--- src/rtl/pwm_generator_bank_if.sv ---
// Control and pin bundle for pwm_generator_bank: enables, routing, duty/prescaler settings and outputs.
interface pwm_generator_bank_if;
  logic [7:0] en_out;
  logic [7:0] en_pwm_out;
  logic [7:0] chan_sel_lo;
  logic [7:0] chan_sel_hi;
  logic [7:0] duty_1;
  logic [7:0] duty_2;
  logic [7:0] duty_3;
  logic [7:0] duty_4;
  logic [3:0] freq_div;
  logic [7:0] pwm_out;
  logic       period_start;

  modport master (
    output en_out, en_pwm_out, chan_sel_lo, chan_sel_hi,
    output duty_1, duty_2, duty_3, duty_4, freq_div,
    input  pwm_out, period_start
  );

  modport slave (
    input  en_out, en_pwm_out, chan_sel_lo, chan_sel_hi,
    input  duty_1, duty_2, duty_3, duty_4, freq_div,
    output pwm_out, period_start
  );
endinterface

--- src/rtl/pwm_generator_bank.sv ---
// Four PWM generators sharing one prescaled period counter, routed to eight gated output pins.
// Duty and prescaler settings are shadowed and only change at period boundaries.
module pwm_generator_bank #(
  parameter logic [7:0] PERIOD_TOP = 8'd254
) (
  input logic                clk,
  input logic                rst_n,
  pwm_generator_bank_if.slave bus
);

  localparam int unsigned PRE_W  = 15;
  localparam int unsigned CNT_W  = 8;
  localparam int unsigned DUTY_W = 8;
  localparam int unsigned DIV_W  = 4;
  localparam int unsigned N_GEN  = 4;
  localparam int unsigned N_OUT  = 8;
  localparam int unsigned SEL_W  = 2;

  logic [PRE_W-1:0]              pre_q;
  logic [CNT_W-1:0]              cnt_q;
  logic [N_GEN-1:0][DUTY_W-1:0]  duty_sh;
  logic [DIV_W-1:0]              div_sh;
  logic                          started_q;
  logic                          load_q;

  logic [PRE_W-1:0]              pre_top_c;
  logic                          tick_c;
  logic                          wrap_c;
  logic                          load_c;
  logic [N_GEN-1:0]              raw_c;
  logic [SEL_W*N_OUT-1:0]        sel_c;
  logic [N_OUT-1:0]              pwm_next_c;

  // The first clock after reset behaves like a wrap: counters stay at 0 and shadows load.
  always_comb begin
    pre_top_c = PRE_W'((32'd1 << div_sh) - 32'd1);
    tick_c    = (pre_q == pre_top_c);
    wrap_c    = started_q & tick_c & (cnt_q == PERIOD_TOP);
    load_c    = ~started_q | wrap_c;
  end

  // Generator levels and per-pin routing; enables and selects act unshadowed.
  always_comb begin
    raw_c      = '0;
    pwm_next_c = '0;
    sel_c      = {bus.chan_sel_hi, bus.chan_sel_lo};
    for (int unsigned g = 0; g < N_GEN; g++) begin
      raw_c[g] = (cnt_q < duty_sh[g]);
    end
    for (int unsigned i = 0; i < N_OUT; i++) begin
      pwm_next_c[i] = bus.en_out[i] & (~bus.en_pwm_out[i] | raw_c[sel_c[SEL_W*i +: SEL_W]]);
    end
  end

  // period_start trails the load by two clocks so it lines up with pwm_out showing count 0.
  always_ff @(posedge clk or negedge rst_n) begin
    if (!rst_n) begin
      pre_q            <= '0;
      cnt_q            <= '0;
      duty_sh          <= '0;
      div_sh           <= '0;
      started_q        <= 1'b0;
      load_q           <= 1'b0;
      bus.period_start <= 1'b0;
      bus.pwm_out      <= '0;
    end else begin
      started_q        <= 1'b1;
      load_q           <= load_c;
      bus.period_start <= load_q;
      bus.pwm_out      <= pwm_next_c;
      if (load_c) begin
        pre_q      <= '0;
        cnt_q      <= '0;
        duty_sh[0] <= bus.duty_1;
        duty_sh[1] <= bus.duty_2;
        duty_sh[2] <= bus.duty_3;
        duty_sh[3] <= bus.duty_4;
        div_sh     <= bus.freq_div;
      end else if (tick_c) begin
        pre_q <= '0;
        cnt_q <= cnt_q + CNT_W'(1);
      end else begin
        pre_q <= pre_q + PRE_W'(1);
      end
    end
  end

endmodule

--- src/flat_wrapper.sv ---
// flat-port wrapper written by rule: the top's interface ports become plain ports
module pwm_generator_bank_flat 
#(
  parameter logic [7:0] PERIOD_TOP = 8'd254
)
  (clk, rst_n, bus_en_out, bus_en_pwm_out, bus_chan_sel_lo, bus_chan_sel_hi, bus_duty_1, bus_duty_2, bus_duty_3, bus_duty_4, bus_freq_div, bus_pwm_out, bus_period_start);
  pwm_generator_bank_if bus_i ();
  input logic clk;
  input logic rst_n;
  input wire logic [$bits(bus_i.en_out)-1:0] bus_en_out;
  input wire logic [$bits(bus_i.en_pwm_out)-1:0] bus_en_pwm_out;
  input wire logic [$bits(bus_i.chan_sel_lo)-1:0] bus_chan_sel_lo;
  input wire logic [$bits(bus_i.chan_sel_hi)-1:0] bus_chan_sel_hi;
  input wire logic [$bits(bus_i.duty_1)-1:0] bus_duty_1;
  input wire logic [$bits(bus_i.duty_2)-1:0] bus_duty_2;
  input wire logic [$bits(bus_i.duty_3)-1:0] bus_duty_3;
  input wire logic [$bits(bus_i.duty_4)-1:0] bus_duty_4;
  input wire logic [$bits(bus_i.freq_div)-1:0] bus_freq_div;
  output wire logic [$bits(bus_i.pwm_out)-1:0] bus_pwm_out;
  output wire logic [$bits(bus_i.period_start)-1:0] bus_period_start;
  assign bus_i.en_out = bus_en_out;
  assign bus_i.en_pwm_out = bus_en_pwm_out;
  assign bus_i.chan_sel_lo = bus_chan_sel_lo;
  assign bus_i.chan_sel_hi = bus_chan_sel_hi;
  assign bus_i.duty_1 = bus_duty_1;
  assign bus_i.duty_2 = bus_duty_2;
  assign bus_i.duty_3 = bus_duty_3;
  assign bus_i.duty_4 = bus_duty_4;
  assign bus_i.freq_div = bus_freq_div;
  assign bus_pwm_out = bus_i.pwm_out;
  assign bus_period_start = bus_i.period_start;
  pwm_generator_bank #(.PERIOD_TOP(PERIOD_TOP)) u_core (.clk(clk), .rst_n(rst_n), .bus(bus_i));
endmodule
--- config.mk ---
export PLATFORM = sky130hd
export DESIGN_NAME = pwm_generator_bank_flat
export DESIGN_NICKNAME = d
export VERILOG_FILES = /design/src/rtl/pwm_generator_bank_if.sv /design/src/rtl/pwm_generator_bank.sv /design/src/flat_wrapper.sv
export SDC_FILE = /design/constraint.sdc
export NUM_CORES = 1
export LEC_CHECK = 0
export ABC_AREA = 1
export CORE_ASPECT_RATIO = 1.25
export CORE_UTILIZATION = 30
export CTS_CLUSTER_SIZE = 24
export DETAILED_ROUTE_END_ITERATION = 8
export GPL_TIMING_DRIVEN = 0
export MAX_ROUTING_LAYER = met4
export PLACE_DENSITY = 0.55
export SLEW_MARGIN = 20
export SYNTH_ARGS = -nofsm -noshare
export SYNTH_HDL_FRONTEND = slang
export SYNTH_SLANG_ARGS = --single-unit
export TNS_END_PERCENT = 1
--- constraint.sdc ---
create_clock -name clk -period 4.7 [get_ports clk]
set_input_delay 0.47 -clock clk [delete_from_list [all_inputs] [get_ports clk]]
set_output_delay 0.47 -clock clk [all_outputs]
set_load 0.02 [all_outputs]
==> impl_metrics.yaml, run 1 <==
clocking:
  clockBufferDepth: 2
  cts_tree: "done"
  clock_sinks: 70
  htree_levels: 3
  cts_setup_buffers: 0
  cts_hold_buf: 0
  clkTransAtPathRegs_ns: 0.06
  numCtsBuffers: 9
  cts-root-buf: "clkbuf_16"
  clkLatencyLatePin_ns: 0.34
  ctsResizeCount: 0
status:
  run_status: "finished clean"
pwr:
  p_per_area_mw_per_mm2: 294
  switchingPower_mw: 0.440
  power_mw: 1.78
  p_leak_nw: 3.10
  combPwrFrac: 0.164
  clock_power_share: 0.467
  seq_power_share: 0.369
  internal-power_mw: 1.34
  sw_frac_of_total: 0.247
  vdd_drop_max_mv: 0.124
place:
  portBuffers: 78
  place.gp.congestion: 0.859
  dpl.hpwl_mm: 9.24
global_route:
  grt_max_degree: 48
  grt-ovfl-total: 0
  track_usage: 0.166
  grt_pass1_vias: 4341
  antenna_found_initial: 0
  grt_pass1_wl_mm: 20.4
hold_path:
  min_path_type: "input port to asynchronous set/reset pin"
timing:
  rsz0062_at_grt: "false"
  slew_viol_final: 0
  period_minus_slack_ns: 2.87
  setup_tns_ns: 0
  fmax_mhz: 349
  final-hold-violation-count: 0
  finClkSkew_ns: 0.00772
  relSlewSlack: 0.540
  holdWs_ns: 0.0353
  setup_violations: 0
  tightest_slew_ns: 0.685
  finalCritPeriodShare: 0.610
floorplanning:
  num_io_pins: 79
  die-area_mm2: 0.0160
  start_util: 0.308
  coreArea_mm2: 0.0151
  die_w_um: 113
  die_y_um: 141
  num_rows: 50
logic_synthesis:
  synth_xor_xnor_area_share: 0.0283
  synth_top_family_by_area: "simple AND/OR/NAND/NOR gates"
  synth_cells: 664
  synth_compound_area_frac: 0.0485
  synth.distinct_cells: 27
  yosysSeqAreaShare: 0.377
  synth_nets: 766
  synth-simple-area-share: 0.363
  synthAdderAreaFrac: 0.0863
  yosysTopAreaCellShare: 0.377
  ys_warn_count: 0
  synth.area.mux_share: 0
  syn_avg_cell_area_um2: 6.99
  synthTopCellsByArea: "dfrtp_1 (38%), nand2_1 (19%), ha_1 (8.6%), nand3_1 (8.4%), inv_1 (7.1%)"
  ys_ff_latch: 70
  syn-cell-area_mm2: 0.00464
  synth_top_cell_by_area: "dfrtp_1"
cells_and_area:
  layout_commonest_cell: "nand2_1"
  diodes: 0
  layout-area-overhead-vs-synth_pct: 30.8
  layout_common_cells: "nand2_1 (229), inv_1 (88), nand3_1 (78)"
  fin_util: 0.403
  drive_above_1_share: 0.0527
  fin_nets: 856
  nFillCells: 1607
routing:
  vias: 4305
  routedWlPerCell_um: 12.4
  drt-vias-per-instance: 4.45
  drc: 0
  totalWireLength_mm: 12.0
  drtIter0Drc: 132
  drtPass1Iterations: 4
  antenna_left: 0
setup_path:
  cp_slowest_cell: "dfrtp_1"
  r2r_start: "u_core.div_sh[0]"
  cpPeakStageDelay_ns: 0.35
  arrival_ns: 3.08
  cp-startpoint: "u_core.div_sh[0]"
  end_kind: "flip-flop"
  cp_num_buf_inv: 3
  crit_required_ns: 4.91
  cp_max_fo: 10
  worst_setup_path_start_kind: "flip-flop"
  path_cells: "buf_2 -> nor2_1 -> nand2_1 -> ha_1 -> inv_1 -> nand2_1 -> nand2_1 -> nor2_1 -> nand3_1 -> nor2_1 -> nand3_1 -> nor2_2 -> nand2_2 -> nand2_4 -> buf_2 -> nor2_1"
  worst_path_most_repeated_cell: "nor2_1"
  crit_type: "flip-flop to flip-flop"
  critPathTopFamily: "simple AND/OR/NAND/NOR gates"
flow_run:
  cap_violations: 0
## final timing paths
path                       cells past startpoint  slack [ns]                       to
hold reg to reg                                0        0.35  u_core.bus.period_start
min in group clk                               0        0.35  u_core.bus.period_start
setup reg to reg                              16        1.83         u_core.pre_q[13]
max in group asynchronous                      2        4.11    u_core.bus.pwm_out[2]
setup / recovery                              16        1.83         u_core.pre_q[13]
hold / removal                                 1        0.04          u_core.pre_q[2]
## per-layer routing
metal | vias to the layer above | track usage | wire length (um)
met5 | - | - | 0
met4 | 0 | 0.0623 | 264
met3 | 19 | 0.0301 | 424
met2 | 82 | 0.277 | 5700
met1 | 1911 | 0.200 | 5610
li1 | 2293 | - | -
## registers in the layout, summed over array words and instances (netlist names)
name                     flops
u_core.duty_sh              32
u_core.pre_q                15
u_core.div_sh                4
u_core.bus.pwm_out           8
u_core.cnt_q                 8
u_core.bus.period_start      1
u_core.load_q                1
u_core.started_q             1
## cell families (layout without fill, tap and decap cells)
family,Yosys count,count (layout)
flip-flops,70,70
buffers and inverters,111,206
XOR/XNOR,15,15
AO/OA/AOI/OAI,42,42
other,1,1
adder cells (fa/ha/maj),32,32
AND/OR/NAND/NOR,393,393
## power groups by stage
stage / Clock (mW) / Combinational, mW / Sequential (mW)
after floorplan: 0 / 0.164 / 0.671
after global placement: 0 / 0.293 / 0.669
after detailed placement: 0 / 0.297 / 0.669
after CTS: 0.851 / 0.298 / 0.658
after global routing: 0.876 / 0.335 / 0.664
final: 0.834 / 0.293 / 0.658
## final cells by class
type / count / area (um2) / area share
multi-input cells: 483 / 2440 / 0.403
well taps: 208 / 260 / 0.0429
clock buffers: 10 / 229 / 0.0377
inverters: 92 / 345 / 0.0569
clock inverters: 6 / 134 / 0.0221
plain buffers: 19 / 98.8 / 0.0163
flip-flops and latches: 70 / 1750 / 0.289
repair buffers: 79 / 806 / 0.133
## stage by stage
step,instances,worst slack [ns],cell area [um2]
after floorplan,664,2.40,4640
after global placement,950,0.597,5680
after detailed placement,951,1.79,5710
after CTS,967,1.77,6070
after global routing,967,1.52,6070
final,967,1.83,6070
## Yosys cell counts
master	number
a21oi_1	26
buf_1	3
buf_2	7
buf_4	5
clkbuf_1	4
conb_1	1
dfrtp_1	70
ha_1	32
inv_1	88
inv_2	4
nand2_1	229
nand2_2	2
nand2_4	1
nand3_1	78
nand3b_1	2
nand4_1	19
nor2_1	40
nor2_2	1
nor2_4	2
nor3_1	17
nor4_1	1
o21a_1	6
o21ai_0	6
o21ai_1	4
or2_2	1
xnor2_1	4
xor2_1	11
## worst reg2reg max path, stage by stage (launching register included)
cell     delay [ns]
dfrtp_1        0.35
buf_2          0.18
nor2_1         0.26
nand2_1        0.12
ha_1           0.32
inv_1          0.04
nand2_1        0.04
nand2_1        0.06
nor2_1         0.10
nand3_1        0.07
nor2_1         0.12
nand3_1        0.11
nor2_2         0.24
nand2_2        0.17
nand2_4        0.18
buf_2          0.29
nor2_1         0.09
(Power assumes the default switching activity.)
==> run 2, diff against run 1 <==
==> constraint.sdc (replaced) <==
create_clock -name clk -period 2.7 [get_ports clk]
set_input_delay 0.27 -clock clk [delete_from_list [all_inputs] [get_ports clk]]
set_output_delay 0.27 -clock clk [all_outputs]
set_load 0.02 [all_outputs]
==> run 2 against run 1 <==
Effect of this change:
- largest cell class unchanged
- highest routed layer unchanged
- first-iteration DRC count up 12%
- sequential power up 75%
- critical path type unchanged
- combinational power up 79%
- worst hold slack better by 0.31 ns
- flip-flop and latch count unchanged
- critical endpoint is now u_core.duty_sh[14]
==> impl_metrics.yaml, run 2 (synthesized netlist as in run 1, its figures left out) <==
cells_and_area:
  layout_common_cells: "nand2_1 (229), inv_1 (88), nand3_1 (77), clkdlybuf4s50_1 (77), dfrtp_1 (70)"
  largest_register_ffs: 32
  nFillCells: 1595
  fin_nets: 860
  layout_commonest_cell: "nand2_1"
  drive_above_1_share: 0.0629
  reg.largest.list: "u_core.duty_sh: 32 flops, u_core.pre_q: 15 flops"
  final_cell_count_no_fill: 971
  regMostFlops: "u_core.duty_sh"
  layout-area-overhead-vs-synth_pct: 32.8
  diodes: 0
clocking:
  cts-root-buf: "clkbuf_16"
  clock_sinks: 70
  clkTransAtPathRegs_ns: 0.06
  numCtsBuffers: 9
  cts_tree: "done"
  htree_levels: 3
  clockBufferDepth: 2
  clkLatencyLatePin_ns: 0.34
timing:
  fmax_mhz: 393
  setup_tns_ns: 0
  relSlewSlack: 0.540
  fin_ws_ns: 0.158
  slew_viol_final: 0
  final-hold-violation-count: 0
  finalCritPeriodShare: 0.942
  setup_violations: 0
  period_minus_slack_ns: 2.54
  holdWs_ns: 0.350
  tightest_slew_ns: 0.686
  finClkSkew_ns: 0.00714
  rsz0062_at_grt: "true"
pwr:
  seq_power_share: 0.367
  sw_frac_of_total: 0.247
  p_per_area_mw_per_mm2: 507
  clock_power_share: 0.465
  internal-power_mw: 2.35
  combPwrFrac: 0.168
  p_leak_nw: 3.14
  power_mw: 3.12
  vdd_drop_max_mv: 0.213
  switchingPower_mw: 0.773
floorplanning:
  num_io_pins: 79
  die_y_um: 141
  die_w_um: 113
  die-area_mm2: 0.0160
  num_rows: 50
  coreArea_mm2: 0.0151
  start_util: 0.308
global_route:
  grt_max_degree: 48
  grt_pass1_wl_mm: 20.5
  use_met1: 0.201
  grt-ovfl-total: 0
  track_usage: 0.167
  antenna_found_initial: 0
  grtUsageMet3: 0.0301
  grt.busiest_layer: "met2"
  grt_pass1_vias: 4352
  gr-usage-met2: 0.279
setup_path:
  cp_slowest_cell: "dfrtp_1"
  cp_max_fo: 10
  worst_path_most_repeated_cell: "nand2_1"
  worst_setup_path_start_kind: "flip-flop"
  crit_type: "flip-flop to flip-flop"
  crit_required_ns: 2.93
  ff2ff_path_depth: 16
  cpPeakStageDelay_ns: 0.35
  end_kind: "flip-flop"
  arrival_ns: 2.77
  path_cells: "buf_2 -> nor2_2 -> nand2_1 -> ha_1 -> inv_1 -> nand2_1 -> nand2_1 -> nor2_1 -> nand3_1 -> nor2_2 -> nand3_2 -> nor2_4 -> nand2_4 -> buf_2 -> nand3_1 -> nand2_1"
hold_path:
  min_path_cells: 0
  min_path_type: "flip-flop to flip-flop"
routing:
  drtPass1Iterations: 4
  routedWlPerCell_um: 12.4
  drtIter0Drc: 148
  vias: 4304
  totalWireLength_mm: 12.0
  drc: 0
  antenna_left: 0
  drt-vias-per-instance: 4.43
flow_run:
  cap_violations: 0
place:
  place_ws_ns: -0.209
  portBuffers: 78
  dp_cells: 951
  dpl.hpwl_mm: 9.24
  place.gp.congestion: 0.859
status:
  run_status: "finished clean"
-- run 2: cell types whose count changed in the layout (fill, tap and decap cells not counted), sizes merged --
cell,previous run,this run
dlygate4sd3,0,1
clkbuf,14,13
buf,17,21
-- run 2: routing by layer --
| metal | vias to the layer above | part of all wire | routed length (um) |
|---|---|---|---|
| met2 | 83 | 0.48 | 5750 |
| met1 | 1903 | 0.46 | 5540 |
| met4 | 0 | 0.023 | 275 |
| li1 | 2297 | - | - |
| met3 | 21 | 0.037 | 446 |
| met5 | - | 0 | 0 |
-- run 2: repair_timing --
item	in CTS	in global routing
endpoints found under the hold margin	23	0
buffers inserted	1	2
hold buffers	1	0
pin swaps	2	3
setup endpoints to repair	59	60
resized for setup	5	16
-- run 2: power by group through the flow --
| stage | Clock, mW | Sequential (mW) | Combinational, mW |
|---|---|---|---|
| 2_1_floorplan | 0 | 1.17 | 0.286 |
| 3_3_place_gp | 0 | 1.16 | 0.510 |
| 3_5_place_dp | 0 | 1.16 | 0.516 |
| 4_1_cts | 1.48 | 1.15 | 0.523 |
| 5_1_grt | 1.53 | 1.16 | 0.599 |
| 6_report | 1.45 | 1.15 | 0.525 |
-- run 2: final cells by class --
class	instances	area [um2]	share of cell area
Timing Repair Buffer	83	838	0.136
Tap cell	208	260	0.0422
Inverter	92	345	0.0560
Multi-Input combinational cell	483	2470	0.401
Clock inverter	6	134	0.0217
Buffer	19	130	0.0211
Clock buffer	10	229	0.0372
Sequential cell	70	1750	0.284
-- run 2: final timing paths --
check	endpoint	start	slack, ns
worst max-delay path	u_core.duty_sh[14]	u_core.div_sh[0]	0.16
worst min-delay path	u_core.bus.period_start	u_core.load_q	0.35
worst max register to register	u_core.duty_sh[14]	u_core.div_sh[0]	0.16
worst min register to register	u_core.bus.period_start	u_core.load_q	0.35
max in group asynchronous	u_core.bus.pwm_out[2]	rst_n	1.76
min in group asynchronous	u_core.pre_q[2]	rst_n	0.38
-- run 2: stage by stage --
step                      area [um2]   util
after floorplan                 4640      -
after global placement          5680  0.377
after detailed placement        5710  0.379
after CTS                       6100  0.405
after global routing            6160  0.409
final                           6160  0.409
-- run 2: critical path, delay by kind of cell, from the launching register on --
kind,cells,cell delay [ns]
buffers and inverters,3,0.45
flip-flops,1,0.35
AND/OR/NAND/NOR,12,1.28
adder cells (fa/ha/maj),1,0.32
==> run 3, diff against run 2 <==
--- a/config.mk
+++ b/config.mk
@@ -8,7 +8,6 @@
 export ABC_AREA = 1
 export CORE_ASPECT_RATIO = 1.25
 export CORE_UTILIZATION = 30
-export CTS_CLUSTER_SIZE = 24
 export DETAILED_ROUTE_END_ITERATION = 8
 export GPL_TIMING_DRIVEN = 0
 export MAX_ROUTING_LAYER = met4
==> results of run 3 <==
Final layout, timing and power as in run 2 (identical DEF).
